`src/rtl/mem_stage.sv`:
```
// mem_stage: memory-access stage of the 5-stage LoongArch32 pipeline.
//
// The stage sits between exe_stage and wb_stage. It registers the EX result
// bus and, on loads, waits for the data-SRAM read response. It then extracts
// and extends byte, halfword or word data and passes the writeback value to WB.
// It also reports its dest, result and load-stall state back to ID, which
// uses them for bypassing and for the load-use interlock.
//
// Ports
//   clk                  clock; all state updates on the rising edge
//   reset                synchronous, active-high reset
//   ws_allowin           WB can accept an instruction this cycle
//   ms_allowin           MEM can accept an instruction this cycle
//   es_to_ms_valid       EX presents a valid instruction
//   es_to_ms_bus         {res_from_mem, gr_we, dest[4:0], ld_type[2:0],
//                         alu_result[31:0], pc[31:0]}
//   ms_to_ws_valid       MEM presents a valid instruction to WB
//   ms_to_ws_bus         {gr_we, dest[4:0], final_result[31:0], pc[31:0]}
//   ms_to_ds_dest        dest while a writing instruction is held, else 0
//   ms_to_ds_result      final_result, for bypass
//   ms_to_ds_load_stall  a held load is still waiting for its data
//   data_sram_rdata      read data, valid while data_sram_data_ok is high
//   data_sram_data_ok    one-cycle read-response pulse
//
// Handshake: a transfer happens on a rising edge where the producer's valid
// and the consumer's allowin are both high. Valid never depends on allowin of
// the same interface. The stage state is visible as state_q (ms_state_t) for
// checkers to bind to.

module mem_stage #(
    parameter int ES_TO_MS_BUS_WD = 74,
    parameter int MS_TO_WS_BUS_WD = 70
) (
    input  logic                       clk,
    input  logic                       reset,
    input  logic                       ws_allowin,
    output logic                       ms_allowin,
    input  logic                       es_to_ms_valid,
    input  logic [ES_TO_MS_BUS_WD-1:0] es_to_ms_bus,
    output logic                       ms_to_ws_valid,
    output logic [MS_TO_WS_BUS_WD-1:0] ms_to_ws_bus,
    output logic [4:0]                 ms_to_ds_dest,
    output logic [31:0]                ms_to_ds_result,
    output logic                       ms_to_ds_load_stall,
    input  logic [31:0]                data_sram_rdata,
    input  logic                       data_sram_data_ok
);

    // MS_EMPTY : no instruction held (ms_valid = 0)
    // MS_PASS  : non-load held; it can leave as soon as WB accepts it
    // MS_WAIT  : load held, read response not yet seen
    // MS_BUF   : load held, response captured in rdata_buf (rdata_buf_valid)
    typedef enum logic [1:0] {
        MS_EMPTY = 2'd0,
        MS_PASS  = 2'd1,
        MS_WAIT  = 2'd2,
        MS_BUF   = 2'd3
    } ms_state_t;

    ms_state_t state_q;
    ms_state_t state_d;

    logic [ES_TO_MS_BUS_WD-1:0] es_bus_q;
    logic [31:0]                rdata_buf;

    // Fields of the registered EX bus
    logic        res_from_mem;
    logic        gr_we;
    logic [4:0]  dest;
    logic [2:0]  ld_type;
    logic [31:0] alu_result;
    logic [31:0] pc;

    assign res_from_mem = es_bus_q[73];
    assign gr_we        = es_bus_q[72];
    assign dest         = es_bus_q[71:67];
    assign ld_type      = es_bus_q[66:64];
    assign alu_result   = es_bus_q[63:32];
    assign pc           = es_bus_q[31:0];

    // Stage control signals
    logic        ms_valid;
    logic        rdata_buf_valid;
    logic        data_avail;
    logic        ms_ready_go;
    logic        ms_leave;
    logic [31:0] load_data;
    logic [31:0] load_ext;
    logic [31:0] final_result;

    // ------------------------------------------------------------------
    // State register (plus the data it qualifies)
    // ------------------------------------------------------------------
    always_ff @(posedge clk) begin
        if (reset) begin
            state_q   <= MS_EMPTY;
            es_bus_q  <= '0;
            rdata_buf <= '0;
        end else begin
            state_q <= state_d;
            if (es_to_ms_valid && ms_allowin) begin
                es_bus_q <= es_to_ms_bus;
            end
            // Response arrived but WB did not take the load: keep the data,
            // because the SRAM drives it for this single cycle only.
            if (state_q == MS_WAIT && data_sram_data_ok && !ms_leave) begin
                rdata_buf <= data_sram_rdata;
            end
        end
    end

    // ------------------------------------------------------------------
    // Next-state logic
    // ------------------------------------------------------------------
    always_comb begin
        state_d = state_q;
        if (ms_allowin) begin
            // Covers empty, plain leave, and leave-with-capture: a newly
            // captured load always starts waiting, so a response buffered
            // for the previous load never carries over.
            if (es_to_ms_valid) begin
                state_d = es_to_ms_bus[73] ? MS_WAIT : MS_PASS;
            end else begin
                state_d = MS_EMPTY;
            end
        end else if (state_q == MS_WAIT && data_sram_data_ok) begin
            state_d = MS_BUF;
        end
        // In MS_BUF a further data_ok is ignored: the buffer has priority.
    end

    // ------------------------------------------------------------------
    // Output logic
    // ------------------------------------------------------------------
    always_comb begin
        ms_valid        = (state_q != MS_EMPTY);
        rdata_buf_valid = (state_q == MS_BUF);
        data_avail      = rdata_buf_valid | data_sram_data_ok;
        ms_ready_go     = !res_from_mem | data_avail;
        ms_allowin      = !ms_valid | (ms_ready_go & ws_allowin);
        ms_to_ws_valid  = ms_valid & ms_ready_go;
        ms_leave        = ms_to_ws_valid & ws_allowin;

        load_data = rdata_buf_valid ? rdata_buf : data_sram_rdata;

        // Byte/half select uses the low address bits; a misaligned half just
        // ignores bit 0, alignment faults are raised elsewhere.
        load_ext = load_data;
        case (ld_type[1:0])
            2'b01: begin
                logic [7:0] b;
                case (alu_result[1:0])
                    2'd0:    b = load_data[7:0];
                    2'd1:    b = load_data[15:8];
                    2'd2:    b = load_data[23:16];
                    default: b = load_data[31:24];
                endcase
                load_ext = {{24{b[7] & ~ld_type[2]}}, b};
            end
            2'b10: begin
                logic [15:0] h;
                h = alu_result[1] ? load_data[31:16] : load_data[15:0];
                load_ext = {{16{h[15] & ~ld_type[2]}}, h};
            end
            default: load_ext = load_data;
        endcase

        final_result = res_from_mem ? load_ext : alu_result;

        ms_to_ws_bus        = {gr_we, dest, final_result, pc};
        ms_to_ds_dest       = {5{ms_valid & gr_we}} & dest;
        ms_to_ds_result     = final_result;
        ms_to_ds_load_stall = ms_valid & res_from_mem & !data_avail;
    end

endmodule

```
`config.mk`:
```
export PLATFORM = sky130hd
export DESIGN_NAME = mem_stage
export DESIGN_NICKNAME = d
export VERILOG_FILES = /design/src/rtl/mem_stage.sv
export SDC_FILE = /design/constraint.sdc
export NUM_CORES = 1
export LEC_CHECK = 0
export BUFFER_PORTS_ARGS = -buffer_cell sky130_fd_sc_hd__buf_2
export CAP_MARGIN = 30
export CORE_UTILIZATION = 35
export DETAILED_ROUTE_END_ITERATION = 10
export PLACE_DENSITY_LB_ADDON = 0.08
export REMOVE_ABC_BUFFERS = 1
export SETUP_SLACK_MARGIN = 0.05
export SYNTH_ARGS = -nofsm -noshare
export SYNTH_HDL_FRONTEND = slang
export SYNTH_SLANG_ARGS = --single-unit
```
`constraint.sdc`:
```
create_clock -name clk -period 5.7 [get_ports clk]
set_input_delay 1.14 -clock clk [delete_from_list [all_inputs] [get_ports clk]]
set_output_delay 1.14 -clock clk [all_outputs]
set_load 0.005 [all_outputs]
```
==> results.json <==
{
  "status": "finished, final reports clean",
  "critPathCaptureType": "primary output",
  "synth_top_cells_by_area": "dfxtp_1, nand2_1, a21oi_1",
  "synth_area_leader_cell": "dfxtp_1",
  "grt_pass1_vias": 4810,
  "timing.final.crit_share": 0.760,
  "min-delay-path-class": "register to register",
  "worst_ep_arrival_time_ns": 3.19,
  "initial_utilization": 0.358,
  "synth_cell_type_count": 43,
  "drt-vias-per-instance": 4.88,
  "pwr-share-clk": 0.354,
  "floorplan.die.width_um": 130,
  "setup_violations": 0,
  "type_of_the_worst_setup_path": "input pin to primary output",
  "synth_warnings": 0,
  "design.core.area_um2": 15900,
  "first_pass_grt_wire_length_um": 25600,
  "cts_tree": "built",
  "gp_congestion": 0.800,
  "grt_antenna_before_repair": 3,
  "num-nets-final": 999,
  "placed_area_um2": 6380,
  "period_minus_slack_ns": 4.33,
  "clock_path_buffers": 2,
  "worstMarginPinSlew_ns": 0.979,
  "floorplan.io_pins": 221,
  "switching_share": 0.283,
  "internal-power_uw": 1280,
  "synthesis.instances": 770,
  "clk_pin_slew_worst_paths_ns": 0.07,
  "seq_area_frac_synth": 0.380,
  "netlist.area_leader.share": 0.380,
  "critPathRequiredTime_ns": 4.56,
  "post-dp-hpwl_um": 11400,
  "slew_violations": 0,
  "report.power.total_uw": 1780,
  "power_leakage_uw": 0.00307,
  "syn-cell-area_um2": 5690,
  "detail_route.iter0.violations": 384,
  "post_drt_wl_per_cell_um": 15.0,
  "powerDensity_nw_per_um2": 266,
  "drc": 0,
  "track_usage": 0.198,
  "p_switching_uw": 504,
  "syn-mean-instance-area_um2": 7.40,
  "cts_max_level": 3,
  "pin_count_of_the_biggest_net_entering_global_routing": 64,
  "synth-async-reset-ratio": 0,
  "rsz0062_at_grt": "no",
  "fraction_of_layout_instances_using_a_drive_strength_above_1": 0.294,
  "design_area_um2": 6700,
  "worst_ir_drop_on_vdd_mv": 0.120,
  "antenna_violating_nets_post_route": 0,
  "worstSetupStartpointType": "input pin",
  "seqPwrFrac": 0.461,
  "clock.fmax_mhz": 231,
  "layout_commonest_cell": "nand2_1",
  "die-height_um": 130,
  "gr-total-overflow": 0,
  "slew_margin_rel": 0.345,
  "synth_flop_cell": "dfxtp_1",
  "fillerInstances": 1701,
  "cts.repair.resized": 0,
  "power.share.combinational": 0.185,
  "post-cts-setup-buffers": 0,
  "die_area_um2": 16800,
  "hold_viol": 0,
  "io_buffer_count": 220,
  "placementRows": 46,
  "layout.cells.most_common_list": "nand2_1, buf_2, a21oi_1",
  "synth-edff-count": 0,
  "worst-path-max-fanout": 5,
  "areaGrowthSynthToFinish_pct": 17.7,
  "drt_wl_total_um": 16600,
  "setup-tns-final_ns": 0,
  "final_core_utilization": 0.422,
  "clockRootBuffer": "clkbuf_16",
  "cts_hold_buf": 0,
  "numCtsBuffers": 9,
  "clock_sinks": 108,
  "clk_latency_ns": 0.35,
  "drt_pass1_iterations": 4,
  "drv_cap": 0,
  "final.setup_skew_ns": 0.00602,
  "vias": 5406,
  "ys_ff_latch": 108
}
-- path summary, 6_finish.rpt --
check / endpoint / slack [ns] / cells after the start / startpoint
setup / recovery: ms_to_ds_result[11] / 1.37 / 7 / data_sram_rdata[15]
hold / removal: es_bus_q[21]$_SDFFE_PP0P_ / 0.45 / 2 / es_bus_q[21]$_SDFFE_PP0P_
setup reg to reg: es_bus_q[13]$_SDFFE_PP0P_ / 2.27 / 6 / state_q[1]$_SDFFE_PP0P_
hold reg to reg: es_bus_q[21]$_SDFFE_PP0P_ / 0.45 / 2 / es_bus_q[21]$_SDFFE_PP0P_
-- cells in the mapped netlist (3+ instances only) --
cell type  count
nand2_1      228
a21oi_1      116
dfxtp_1      108
buf_4         73
clkbuf_1      29
inv_1         27
o22ai_1       24
and2_1        19
mux2i_1       18
nor2_1        18
buf_2         17
o21ai_0       11
mux2_2        10
nor2b_1        7
a211oi_1       6
a221oi_1       6
nand3_1        6
o211ai_1       6
a31oi_1        5
and3_1         4
a21boi_0       3
-- power by group through the flow --
stage / sequential (µW) / combinational, µW / clock, µW
floorplan: 835 / 159 / 0
global placement: 840 / 322 / 0
detailed placement: 841 / 330 / 0
CTS: 824 / 330 / 654
global route: 827 / 373 / 684
finish: 821 / 330 / 632
-- cell families (layout without fill, tap and decap cells) --
logic type / Yosys count / in the layout / synth area share
buffers and inverters: 148 / 269 / 0.152
XOR/XNOR: 1 / 1 / 0.00154
AO/OA/AOI/OAI: 193 / 193 / 0.198
flip-flops: 108 / 108 / 0.380
AND/OR/NAND/NOR: 289 / 289 / 0.209
other: 0 / 1 / 0
multiplexers: 29 / 29 / 0.0554
adder cells (fa/ha/maj): 2 / 2 / 0.00439
-- metrics by stage --
stage,setup WS [ns],std cells,hold WS [ns]
final,1.37,1108,0.453
after global routing,1.06,1107,0.471
after CTS,1.30,1106,0.455
after detailed placement,1.34,1090,0.444
after global placement,1.40,1089,0.439
after floorplan,-0.0806,649,0.426
-- worst max-delay path, stage by stage --
cell	delay (ns)
buf_2	0.09
a21boi_0	0.36
o31ai_1	0.15
a311oi_1	0.78
o211ai_1	0.23
o21ai_0	0.23
buf_2	0.21
-- per-layer routing --
metal | track usage | vias up | wire [µm]
met5 | 0 | - | 0
met4 | 0.0575 | 0 | 171
met3 | 0.0442 | 9 | 1210
met2 | 0.321 | 197 | 7460
met1 | 0.264 | 2480 | 7760
li1 | - | 2720 | -
-- state kept, by name, summed over array words and instances (netlist names) --
signal and flops:
es_bus_q 74, rdata_buf 32, state_q 2
-- area by class of cell --
cell class              count  area (µm²)  share of cell area
multi-input cells         514        2680               0.400
flip-flops and latches    108        2160               0.323
repair buffers            226        1190               0.177
well taps                 216         270              0.0403
clock buffers              10         229              0.0342
inverters                  27         101              0.0151
clock inverters             6        65.1             0.00971
diodes                      1        2.50            0.000373
No activity file was read; power rests on OpenSTA's default activity.
